File: config.mk
export PLATFORM = sky130hd
export DESIGN_NAME = load_store_unit
export DESIGN_NICKNAME = d
export VERILOG_FILES = /design/src/rtl/lsu_pkg.sv /design/src/rtl/lsu_align.sv /design/src/rtl/load_store_unit.sv
export SDC_FILE = /design/constraint.sdc
export NUM_CORES = 1
export LEC_CHECK = 0
export BUFFER_PORTS_ARGS = -buffer_cell sky130_fd_sc_hd__buf_4
export CELL_PAD_IN_SITES_DETAIL_PLACEMENT = 0
export CELL_PAD_IN_SITES_GLOBAL_PLACEMENT = 2
export CORE_ASPECT_RATIO = 0.8
export CORE_UTILIZATION = 30
export DETAILED_ROUTE_END_ITERATION = 8
export PLACE_DENSITY = 0.77
export SYNTH_ARGS = -nofsm -noshare
export SYNTH_HDL_FRONTEND = slang
export SYNTH_HIERARCHICAL = 1
export SYNTH_SLANG_ARGS = --single-unit
File: constraint.sdc
create_clock -name clk -period 4.9 [get_ports clk]
set_clock_uncertainty 0.1 [all_clocks]
set_input_delay 0.98 -clock clk [delete_from_list [all_inputs] [get_ports clk]]
set_output_delay 0.98 -clock clk [all_outputs]
set_load 0.01 [all_outputs]
File: src/rtl/lsu_pkg.sv
// Shared encodings and width helpers for the load/store unit.
package lsu_pkg;

  typedef enum logic [1:0] {
    W_BYTE   = 2'b00,
    W_HALF   = 2'b01,
    W_WORD   = 2'b10,
    W_DOUBLE = 2'b11
  } lsu_width_e;

  typedef enum logic [1:0] {
    S_IDLE  = 2'd0,
    S_BEAT0 = 2'd1,
    S_BEAT1 = 2'd2,
    S_RESP  = 2'd3
  } lsu_state_e;

  function automatic int nb_of(int xlen);
    return xlen / 8;
  endfunction

  function automatic int off_w_of(int xlen);
    return $clog2(xlen / 8);
  endfunction

  // True when an access of 2**width bytes at byte offset off spills past the bus word.
  function automatic logic crosses_nb(int nb, int off, logic [1:0] width);
    return (off + (1 << width)) > nb;
  endfunction

endpackage

File: src/rtl/lsu_align.sv
// Byte-lane alignment: beat masks, write-lane shifting and load assembly/extension.
module lsu_align
  import lsu_pkg::*;
#(
  parameter int XLEN = 32
) (
  input  logic [off_w_of(XLEN)-1:0] off,
  input  logic [1:0]                width,
  input  logic                      zero_ext,
  input  logic [XLEN-1:0]           wdata,
  input  logic [XLEN-1:0]           rdata0,
  input  logic [XLEN-1:0]           rdata1,
  output logic [nb_of(XLEN)-1:0]    mask0,
  output logic [nb_of(XLEN)-1:0]    mask1,
  output logic [XLEN-1:0]           wdata0,
  output logic [XLEN-1:0]           wdata1,
  output logic [XLEN-1:0]           ld_data,
  output logic                      crosses
);
  localparam int NB = nb_of(XLEN);

  logic [2*NB-1:0]   size_mask;
  logic [2*NB-1:0]   lane_mask;
  logic [2*XLEN-1:0] wide_wdata;
  logic [XLEN-1:0]   shifted;
  logic [XLEN-1:0]   keep;
  logic              sign;

  always_comb begin
    size_mask = (2*NB)'(8'hFF);
    keep      = '1;
    sign      = 1'b0;
    case (width)
      W_BYTE: begin
        size_mask = (2*NB)'(8'h01);
        keep      = XLEN'(8'hFF);
        sign      = shifted[7];
      end
      W_HALF: begin
        size_mask = (2*NB)'(8'h03);
        keep      = XLEN'(16'hFFFF);
        sign      = shifted[15];
      end
      W_WORD: begin
        size_mask = (2*NB)'(8'h0F);
        keep      = XLEN'(32'hFFFF_FFFF);
        sign      = shifted[31];
      end
      default: ;
    endcase
  end

  // The double-width shift puts beat0 lanes in the low half and spill lanes in the high half.
  assign lane_mask  = size_mask << off;
  assign mask0      = lane_mask[NB-1:0];
  assign mask1      = lane_mask[2*NB-1:NB];
  assign crosses    = |mask1;

  assign wide_wdata = {{XLEN{1'b0}}, wdata} << {off, 3'b000};
  assign wdata0     = wide_wdata[XLEN-1:0];
  assign wdata1     = wide_wdata[2*XLEN-1:XLEN];

  assign shifted    = XLEN'({rdata1, rdata0} >> {off, 3'b000});
  // Full-width access has keep all ones, so ~keep is zero and no extension happens.
  assign ld_data    = (shifted & keep) | ((sign && !zero_ext) ? ~keep : '0);

endmodule

File: src/rtl/load_store_unit.sv
// Load/store unit: turns one core request into one or two aligned bus beats and a response pulse.
// state | meaning
// IDLE  | ready for a request
// BEAT0 | first (or only) bus beat outstanding
// BEAT1 | spill beat for an access crossing the bus word
// RESP  | one-cycle response pulse
module load_store_unit
  import lsu_pkg::*;
#(
  parameter int XLEN             = 32,
  parameter int ADDR_W           = 32,
  parameter bit SPLIT_MISALIGNED = 1'b1
) (
  input  logic                    clk,
  input  logic                    reset,
  input  logic                    req_valid,
  output logic                    req_ready,
  input  logic                    req_we,
  input  logic [1:0]              req_width,
  input  logic                    req_unsigned,
  input  logic [ADDR_W-1:0]       req_addr,
  input  logic [XLEN-1:0]         req_wdata,
  output logic                    resp_valid,
  output logic [XLEN-1:0]         resp_rdata,
  output logic                    resp_fault,
  output logic                    bus_req,
  output logic                    bus_we,
  output logic [ADDR_W-1:0]       bus_addr,
  output logic [XLEN-1:0]         bus_wdata,
  output logic [nb_of(XLEN)-1:0]  bus_mask,
  input  logic                    bus_ack,
  input  logic [XLEN-1:0]         bus_rdata
);
  localparam int NB   = nb_of(XLEN);
  localparam int OFFW = off_w_of(XLEN);

  localparam logic [1:0] IDLE  = S_IDLE;
  localparam logic [1:0] BEAT0 = S_BEAT0;
  localparam logic [1:0] BEAT1 = S_BEAT1;
  localparam logic [1:0] RESP  = S_RESP;

  logic [1:0]        state;
  logic              we_q;
  logic [1:0]        width_q;
  logic              uns_q;
  logic [ADDR_W-1:0] addr_q;
  logic [XLEN-1:0]   wdata_q;
  logic              fault_q;
  logic [XLEN-1:0]   rd0_q;
  logic [XLEN-1:0]   rd1_q;

  logic              req_illegal;
  logic [NB-1:0]     mask0, mask1;
  logic [XLEN-1:0]   wdata0, wdata1, ld_data;
  logic              crosses;
  logic [ADDR_W-1:0] beat0_addr;

  assign req_illegal = (XLEN == 32 && req_width == W_DOUBLE) ||
                       (!SPLIT_MISALIGNED && crosses_nb(NB, int'(req_addr[OFFW-1:0]), req_width));

  lsu_align #(.XLEN(XLEN)) u_align (
    .off      (addr_q[OFFW-1:0]),
    .width    (width_q),
    .zero_ext (uns_q),
    .wdata    (wdata_q),
    .rdata0   (rd0_q),
    .rdata1   (rd1_q),
    .mask0    (mask0),
    .mask1    (mask1),
    .wdata0   (wdata0),
    .wdata1   (wdata1),
    .ld_data  (ld_data),
    .crosses  (crosses)
  );

  always_ff @(posedge clk or posedge reset) begin
    if (reset) begin
      state   <= IDLE;
      we_q    <= 1'b0;
      width_q <= 2'b00;
      uns_q   <= 1'b0;
      addr_q  <= '0;
      wdata_q <= '0;
      fault_q <= 1'b0;
      rd0_q   <= '0;
      rd1_q   <= '0;
    end else begin
      case (state)
        IDLE: begin
          if (req_valid) begin
            we_q    <= req_we;
            width_q <= req_width;
            uns_q   <= req_unsigned;
            addr_q  <= req_addr;
            wdata_q <= req_wdata;
            fault_q <= req_illegal;
            rd0_q   <= '0;
            rd1_q   <= '0;
            state   <= req_illegal ? RESP : BEAT0;
          end
        end
        BEAT0: begin
          if (bus_ack) begin
            rd0_q <= bus_rdata;
            state <= crosses ? BEAT1 : RESP;
          end
        end
        BEAT1: begin
          if (bus_ack) begin
            rd1_q <= bus_rdata;
            state <= RESP;
          end
        end
        default: state <= IDLE;
      endcase
    end
  end

  // Bus outputs decode purely from registered state, so they hold steady while waiting for ack.
  assign beat0_addr = {addr_q[ADDR_W-1:OFFW], {OFFW{1'b0}}};
  assign req_ready  = (state == IDLE);
  assign bus_req    = (state == BEAT0) || (state == BEAT1);
  assign bus_we     = bus_req && we_q;
  assign bus_addr   = (state == BEAT1) ? beat0_addr + ADDR_W'(NB) : beat0_addr;
  assign bus_mask   = (state == BEAT0) ? mask0 : (state == BEAT1) ? mask1 : '0;
  assign bus_wdata  = (state == BEAT0) ? wdata0 : (state == BEAT1) ? wdata1 : '0;

  assign resp_valid = (state == RESP);
  assign resp_fault = resp_valid && fault_q;
  assign resp_rdata = (resp_valid && !we_q && !fault_q) ? ld_data : '0;

endmodule

==> impl_metrics.csv, run 1 <==
group,metric,value,unit
status,status,"completed",
drt,firstDrtPassIters,5,
clock_network,cts_root_buf,"clkbuf_16",
grt,antenna_found_initial,1,
clock_network,cts.path.max_buffers,2,
setup_path,cp_data_required_time,3.82,ns
drt,detail-route-antenna-nets,0,
worst_hold_path,min_path_cells,1,
placement,gp_congestion,0.796,
placement,place_area,9660,um2
finish,final_cell_area,10300,um2
grt,grt_pass1_vias,6484,
placement,dp_hpwl,17500,um
floorplanning,fp.dieH,147,um
timing,max_freq,246,MHz
finish,final_cell_mix,"buf_4, dfrtp_1, a22o_1",
yosys,ys_warn_count,6,
placement,port_buffers,206,
timing,setup_viol,0,
timing,finalCritPeriodShare,0.829,
clock_network,post_cts_buffers,0,
setup_path,r2r_cells,4,
timing,rsz0062_at_grt,"no",
clock_network,cts_buffers,17,
timing,slew_headroom,0.256,
clock_network,clkSinkCount,127,
run,cap_violations,0,
finish,diodes,0,
setup_path,crit_type,"flip-flop to output pin",
drt,vias,6470,
clock_network,clkTransAtPathRegs,0.06,ns
timing,tns,0,ns
drt,wl_per_cell,18.8,um
pwr,cellPowerDensity,697,nW/um2
clock_network,cts_resized,0,
grt,grt_pass1_wl,38600,um
floorplanning,io_pins,209,
floorplanning,std_cell_rows,52,
yosys,post_synth.cell_area_avg,10.1,um2
clock_network,cts_hold_buf,0,
drt,routed_wl,24700,um
timing,final-hold-violation-count,0,
yosys,syn_area,7900,um2
setup_path,crit_fanout,37,
setup_path,endpoint_kind,"output pin",
timing,worst_slew_pin_slew,1.12,ns
pwr,finalPower,7.16,mW
timing,slew_violations,0,
finish,nNetsFinal,1061,
floorplanning,die_x,183,um
setup_path,crit_path_start_kind,"flip-flop",
drt,vias_per_cell,4.92,
drt,initialDrtViolationCount,313,
clock_network,clkLatencyLatePin,0.42,ns
placement,place_ws,1.28,ns
grt,grt-ovfl-total,0,
worst_hold_path,hp-class,"flip-flop to flip-flop",
timing,fin_ws,0.838,ns
clock_network,cts_tree,"done",
pwr,p_leak,4.87,nW
drt,drc,0,
finish,layout_commonest_cell,"buf_4",
finish,area_growth,30.2,%
finish,drive_gt1_frac,0.359,
grt,grt_start_max_net_pins,76,
floorplanning,die-area,27000,um2
timing,min_period,4.06,ns
floorplanning,core,25600,um2
setup_path,arrival,2.98,ns
yosys,syn_inst,783,
grt,grt_usage,0.187,
pwr,ir_worst_vdd,0.000274,V
floorplanning,start_util,0.309,
clock_network,htreeDepth,4,
metal layers:
layer	up-vias	share of wire	track usage	routed length [um]
met5	-	0.00069	0	17
met1	3104	0.50	0.276	12300
met4	2	0.011	0.0433	262
met2	186	0.41	0.256	10100
met3	21	0.082	0.0672	2030
li1	3157	-	-	-
where the power goes:
part	internal, mW	leakage [nW]	total [mW]	switching [mW]
Combinational	1.82	3.00	3.66	1.84
Sequential	1.53	1.59	2.17	0.636
Clock	0.809	0.285	1.33	0.524
path summary, 6_finish.rpt:
kind	startpoint	endpoint	slack, ns
hold / removal	rd0_q[10]	rd0_q[10]	0.40
hold reg to reg	rd0_q[10]	rd0_q[10]	0.40
setup reg to reg	state[0]	rd1_q[23]	2.39
setup / recovery	addr_q[1]	bus_wdata[7]	0.84
max in group asynchronous	reset	wdata_q[11]	3.26
min in group asynchronous	reset	addr_q[23]	0.57
cell type report:
| type | count | area (um2) |
|---|---|---|
| clock buffers | 18 | 429 |
| repair buffers | 217 | 1640 |
| multi-input cells | 583 | 4380 |
| inverters | 5 | 21.3 |
| clock inverters | 14 | 184 |
| well taps | 351 | 439 |
| fillers | 2596 | 15300 |
| flip-flops and latches | 127 | 3190 |
per-stage QoR:
stage / hold WS [ns] / std cells / utilization
2_1_floorplan: 0.365 / 791 / -
3_3_place_gp: 0.379 / 1283 / 0.378
3_5_place_dp: 0.382 / 1283 / 0.378
4_1_cts: 0.401 / 1315 / 0.402
5_1_grt: 0.419 / 1315 / 0.402
6_report: 0.404 / 1315 / 0.402
worst max-delay path, cell delays in order, from the launching register on:
cell and delay (ns):
dfrtp_4 0.69, buf_4 0.47, nor2b_1 0.83, a22o_1 0.27, a22o_1 0.14, buf_4 0.12
registers in the layout, indices dropped and copies added (netlist names):
signal / flops
state: 2
addr_q: 32
we_q: 1
width_q: 2
rd0_q: 32
wdata_q: 32
fault_q: 1
uns_q: 1
rd1_q: 24
(Power assumes the default switching activity.)
==> inputs of run 2 (changes only) <==
--- a/config.mk
+++ b/config.mk
@@ -9,9 +9,9 @@
 export CELL_PAD_IN_SITES_DETAIL_PLACEMENT = 0
 export CELL_PAD_IN_SITES_GLOBAL_PLACEMENT = 2
 export CORE_ASPECT_RATIO = 0.8
-export CORE_UTILIZATION = 30
+export CORE_UTILIZATION = 33
 export DETAILED_ROUTE_END_ITERATION = 8
-export PLACE_DENSITY = 0.77
+export PLACE_DENSITY = 0.8
 export SYNTH_ARGS = -nofsm -noshare
 export SYNTH_HDL_FRONTEND = slang
 export SYNTH_HIERARCHICAL = 1
==> constraint.sdc (replaced) <==
create_clock -name clk -period 3.86 [get_ports clk]
set_clock_uncertainty 0.1 [all_clocks]
set_input_delay 0.772 -clock clk [delete_from_list [all_inputs] [get_ports clk]]
set_output_delay 0.772 -clock clk [all_outputs]
set_load 0.01 [all_outputs]
==> impl_metrics.csv, run 2 (synthesis results as in run 1) <==
group,metric,value,unit
status,status,"completed",
timing,finalCritPeriodShare,0.940,
timing,slew_headroom,0.279,
placement,place_area,9650,um2
timing,fin_ws,0.232,ns
grt,antenna_found_initial,3,
finish,utilization,0.436,
pwr,cellPowerDensity,878,nW/um2
grt,grt_pass1_wl,37700,um
setup_path,crit_type,"flip-flop to output pin",
clock_network,cts_tree,"done",
grt,grt_start_max_net_pins,97,
clock_network,cts.path.max_buffers,2,
finish,nNetsFinal,1064,
finish,reg_top3,"addr_q x32, rd0_q x32, wdata_q x32",
placement,dp_hpwl,16500,um
timing,slew_violations,0,
setup_path,arrival,2.76,ns
drt,firstDrtPassIters,5,
setup_path,crit_fanout,96,
setup_path,rrSetupSlack,1.44,ns
floorplanning,start_util,0.337,
clock_network,clkLatencyLatePin,0.41,ns
drt,detail-route-antenna-nets,0,
floorplanning,core,23500,um2
floorplanning,fp.dieH,140,um
drt,vias_per_cell,5.10,
floorplanning,std_cell_rows,50,
worst_hold_path,hp-class,"input port to asynchronous set/reset pin",
clock_network,clkSinkCount,127,
placement,gp_congestion,0.791,
placement,port_buffers,206,
setup_path,regToRegStartpoint,"state[0]",
clock_network,clkTransAtPathRegs,0.06,ns
timing,rsz0062_at_grt,"no",
finish,area_growth,29.6,%
setup_path,endpoint_kind,"output pin",
setup_path,r2r_cells,5,
drt,drc,0,
drt,initialDrtViolationCount,399,
pwr,p_leak,4.88,nW
timing,max_freq,276,MHz
timing,worst_slew_pin_slew,1.08,ns
drt,wl_per_cell,18.6,um
finish,drive_gt1_frac,0.359,
finish,fillers,2365,
timing,min_period,3.63,ns
setup_path,worst_path_largest_cell_delay,0.52,ns
finish,final_cell_area,10200,um2
timing,tns,0,ns
finish,final_cell_mix,"buf_4, dfrtp_1, a22o_1",
setup_path,path_cells,"buf_12, mux2i_1, or3b_1, a311o_2, nand2_1, and2_1, buf_4",
drt,vias,6524,
floorplanning,die_x,175,um
setup_path,r2r-end,"rd1_q[4]",
clock_network,cts_hold_buf,0,
grt,grt_pass1_vias,6425,
clock_network,cts_root_buf,"clkbuf_16",
finish,layout_commonest_cell,"buf_4",
floorplanning,die-area,24600,um2
setup_path,crit_path_start_kind,"flip-flop",
floorplanning,io_pins,209,
grt,grt-ovfl-total,0,
drt,routed_wl,23800,um
clock_network,htreeDepth,4,
grt,grt_usage,0.199,
pwr,ir_worst_vdd,0.000355,V
setup_path,cp_data_required_time,2.99,ns
timing,setup_viol,0,
placement,place_ws,0.562,ns
setup_path,critPathSlowestCell,"a311o_2",
timing,final-hold-violation-count,0,
clock_network,cts_buffers,17,
setup_path,worst-path-buf-inv,2,
setup_path,critPathTopFamily,"simple AND/OR/NAND/NOR gates",
run,cap_violations,0,
run 2: changes by cell type in the layout (fill, tap and decap cells not counted), moves of 2 or more:
| cell | change |
|---|---|
| clkbuf_1 | +2 |
| clkinv_4 | -4 |
| clkinvlp_4 | -2 |
| clkinv_2 | +3 |
| inv_6 | -2 |
| clkbuf_8 | +4 |
| buf_4 | +2 |
run 2: worst max path at each step:
stage	cells past startpoint	slack (ns)	endpoint	from
after floorplan	7	1.25	resp_rdata[22]	addr_q[1]
after global placement	7	0.61	resp_rdata[16]	addr_q[1]
after detailed placement	7	0.56	resp_rdata[16]	addr_q[1]
after CTS	7	0.11	resp_rdata[16]	addr_q[1]
after global routing	7	0.06	resp_rdata[23]	addr_q[1]
final	7	0.23	resp_rdata[30]	addr_q[1]
run 2: area by class of cell:
class	count	area, um2	share of cell area
Sequential cell	127	3190	0.311
Inverter	5	22.5	0.00220
Clock buffer	24	492	0.0481
Timing Repair Buffer	220	1680	0.164
Multi-Input combinational cell	583	4380	0.428
Clock inverter	6	82.6	0.00807
Tap cell	312	390	0.0382
Antenna cell	1	2.50	0.000245
run 2: repair_timing:
item / 4_1_cts / 5_1_grt
buffers inserted: 0 / 0
setup endpoints to repair: 0 / 16
endpoints found under the hold margin: 0 / 0
gates resized for setup: 0 / 1
run 2: power breakdown:
group,leakage [nW],switching (mW),internal (mW)
registers,1.59,0.659,1.95
clock network,0.282,0.583,1.01
logic,3.01,2.44,2.33
total,4.88,3.69,5.29
run 2: stage by stage:
stage | power, mW | hold WS [ns] | std cells
global placement | 7.40 | 0.382 | 1247
CTS | 9.05 | 0.247 | 1277
global route | 9.66 | 0.253 | 1277
finish | 8.98 | 0.251 | 1278
detailed placement | 7.41 | 0.391 | 1247
floorplan | 5.74 | 0.365 | 791
run 2: routing by layer:
metal  vias to the layer above  track usage  share of wire  wire length, um
li1                       3176            -              -                -
met1                      3127        0.292           0.50            11800
met2                       202        0.273           0.41             9740
met3                        15       0.0736          0.083             1980
met4                         4       0.0426         0.0074              176
met5                         -            0         0.0012               28
==> inputs of run 3 (changes only) <==
--- a/config.mk
+++ b/config.mk
@@ -5,13 +5,14 @@
 export SDC_FILE = /design/constraint.sdc
 export NUM_CORES = 1
 export LEC_CHECK = 0
+export ABC_AREA = 1
 export BUFFER_PORTS_ARGS = -buffer_cell sky130_fd_sc_hd__buf_4
 export CELL_PAD_IN_SITES_DETAIL_PLACEMENT = 0
 export CELL_PAD_IN_SITES_GLOBAL_PLACEMENT = 2
 export CORE_ASPECT_RATIO = 0.8
-export CORE_UTILIZATION = 33
+export CORE_UTILIZATION = 30
 export DETAILED_ROUTE_END_ITERATION = 8
-export PLACE_DENSITY = 0.8
+export PLACE_DENSITY = 0.81
 export SYNTH_ARGS = -nofsm -noshare
 export SYNTH_HDL_FRONTEND = slang
 export SYNTH_HIERARCHICAL = 1
==> constraint.sdc (replaced) <==
create_clock -name clk -period 3.7 [get_ports clk]
set_clock_uncertainty 0.1 [all_clocks]
set_input_delay 0.74 -clock clk [delete_from_list [all_inputs] [get_ports clk]]
set_output_delay 0.74 -clock clk [all_outputs]
set_load 0.01 [all_outputs]
==> impl_metrics.csv, run 3 <==
group,metric,value,unit
grt,grt_start_max_net_pins,82,
pwr,power.switching,4.98,mW
pwr,cellPowerDensity,923,nW/um2
yosys,syn_area,8730,um2
finish,area_growth,26.9,%
placement,gp_congestion,0.883,
worst_hold_path,hp-class,"input port to asynchronous set/reset pin",
pwr,seqPwrFrac,0.255,
setup_path,path_cells,"inv_1, ha_2, buf_4, nand3_1, nand2_1, buf_4",
floorplanning,die_x,193,um
finish,layout_commonest_cell,"nand2_1",
clock_network,clkTransAtPathRegs,0.06,ns
floorplanning,start_util,0.307,
setup_path,crit_fanout,62,
timing,min_period,3.31,ns
drt,vias,8591,
setup_path,crit_path_start_kind,"flip-flop",
placement,port_buffers,206,
setup_path,worst_path_largest_cell_delay,0.66,ns
placement,place_ws,0.818,ns
setup_path,arrival,2.47,ns
setup_path,regToRegStartpoint,"state[0]",
clock_network,clkSinkCount,127,
pwr,ir_worst_vdd,0.000385,V
finish,diodes,0,
setup_path,cp_common_cell,"buf_4",
clock_network,cts_hold_buf,0,
setup_path,endpoint_kind,"output pin",
grt,grt_usage,0.208,
finish,final_cell_mix,"nand2_1, buf_4, inv_1",
timing,fin_ws,0.390,ns
grt,antenna_found_initial,1,
timing,tns,0,ns
clock_network,cts_buffers,17,
finish,nNetsFinal,1523,
yosys,ys_warn_count,6,
pwr,cell_internal_pwr,5.25,mW
finish,drive_gt1_frac,0.236,
drt,drc,28,
timing,slew_headroom,0.329,
yosys,post_synth.cell_area_avg,6.98,um2
clock_network,cts_root_buf,"clkbuf_16",
setup_path,r2r_cells,8,
drt,vias_per_cell,4.78,
timing,slew_violations,0,
clock_network,cts_resized,0,
grt,grt_pass1_wl,47500,um
floorplanning,die-area,29800,um2
setup_path,worst-path-buf-inv,3,
pwr,switching_share,0.487,
grt,grt-ovfl-total,0,
drt,firstDrtPassIters,7,
drt,wl_per_cell,16.9,um
run,cap_violations,0,
status,status,"complete, but fails checks",
timing,rsz0062_at_grt,"no",
finish,utilization,0.390,
grt,grt_pass1_vias,8313,
finish,reg_top3,"addr_q x32, rd0_q x32, wdata_q x32",
floorplanning,std_cell_rows,55,
setup_path,r2r-end,"rd1_q[12]",
clock_network,cts.path.max_buffers,2,
drt,initialDrtViolationCount,658,
floorplanning,io_pins,209,
placement,dp_hpwl,21400,um
clock_network,post_cts_buffers,0,
setup_path,rrSetupSlack,0.96,ns
setup_path,crit_type,"flip-flop to output pin",
drt,detail-route-antenna-nets,0,
floorplanning,fp.dieH,155,um
floorplanning,core,28400,um2
setup_path,critPathSlowestCell,"buf_4",
timing,setup_viol,0,
setup_path,critPathTopFamily,"buffers and inverters",
clock_network,htreeDepth,4,
status,violations,"DRC",
clock_network,clkLatencyLatePin,0.44,ns
pwr,p_clk_frac,0.176,
clock_network,cts_tree,"done",
yosys,syn_inst,1250,
timing,max_freq,302,MHz
pwr,p_leak,5.53,nW
timing,worst_slew_pin_slew,1.01,ns
setup_path,cp_data_required_time,2.86,ns
timing,finalCritPeriodShare,0.895,
timing,final-hold-violation-count,0,
pwr,p_comb_frac,0.569,
drt,routed_wl,30400,um
==> run 3: worst reg2reg max path: cells and delay by family, from the launching register on <==
kind / cells / cell delay [ns]
AND/OR/NAND/NOR: 3 / 0.46
adder cells (fa/ha/maj): 1 / 0.35
flip-flops: 1 / 0.41
AO/OA/AOI/OAI: 1 / 0.11
buffers and inverters: 3 / 1.18
==> run 3: final cells by class <==
type	instances	area, um2
Tap cell	370	463
Clock inverter	15	186
Clock buffer	17	425
Multi-Input combinational cell	861	4440
Inverter	183	693
Sequential cell	127	3180
Fill cell	3054	17300
Timing Repair Buffer	223	1690
==> run 3: power groups by stage <==
stage | clock network (mW) | registers (mW) | logic (mW)
2_1_floorplan | 0 | 2.39 | 3.99
3_3_place_gp | 0 | 2.63 | 5.82
3_5_place_dp | 0 | 2.63 | 5.83
4_1_cts | 1.83 | 2.61 | 5.86
5_1_grt | 1.89 | 2.71 | 6.52
6_report | 1.80 | 2.61 | 5.82
==> run 3: routing by layer <==
metal	vias to the layer above	track usage	wire (um)
met4	2	0.0525	439
met1	4025	0.304	15000
met3	24	0.0445	1760
met5	-	0	17
li1	4297	-	-
met2	243	0.307	13200
==> run 3: worst max path at each step <==
stage / startpoint / endpoint / slack, ns / cells after the start
4_1_cts: addr_q[0] / resp_rdata[10] / 0.34 / 12
3_5_place_dp: addr_q[0] / resp_rdata[10] / 0.82 / 12
6_report: state[0] / bus_wdata[23] / 0.39 / 6
2_1_floorplan: reset / addr_q[0] / 1.29 / 1
3_3_place_gp: addr_q[0] / resp_rdata[10] / 0.80 / 12
5_1_grt: addr_q[0] / resp_rdata[10] / 0.20 / 12
==> run 3: metrics by stage <==
| step | cells | cell area, um2 | hold slack, ns | power (mW) |
|---|---|---|---|---|
| after floorplan | 1258 | 8760 | 0.370 | 6.38 |
| after global placement | 1764 | 10500 | 0.390 | 8.45 |
| after detailed placement | 1764 | 10500 | 0.395 | 8.45 |
| after CTS | 1796 | 11100 | 0.117 | 10.3 |
| after global routing | 1796 | 11100 | 0.122 | 11.1 |
| final | 1796 | 11100 | 0.126 | 10.2 |
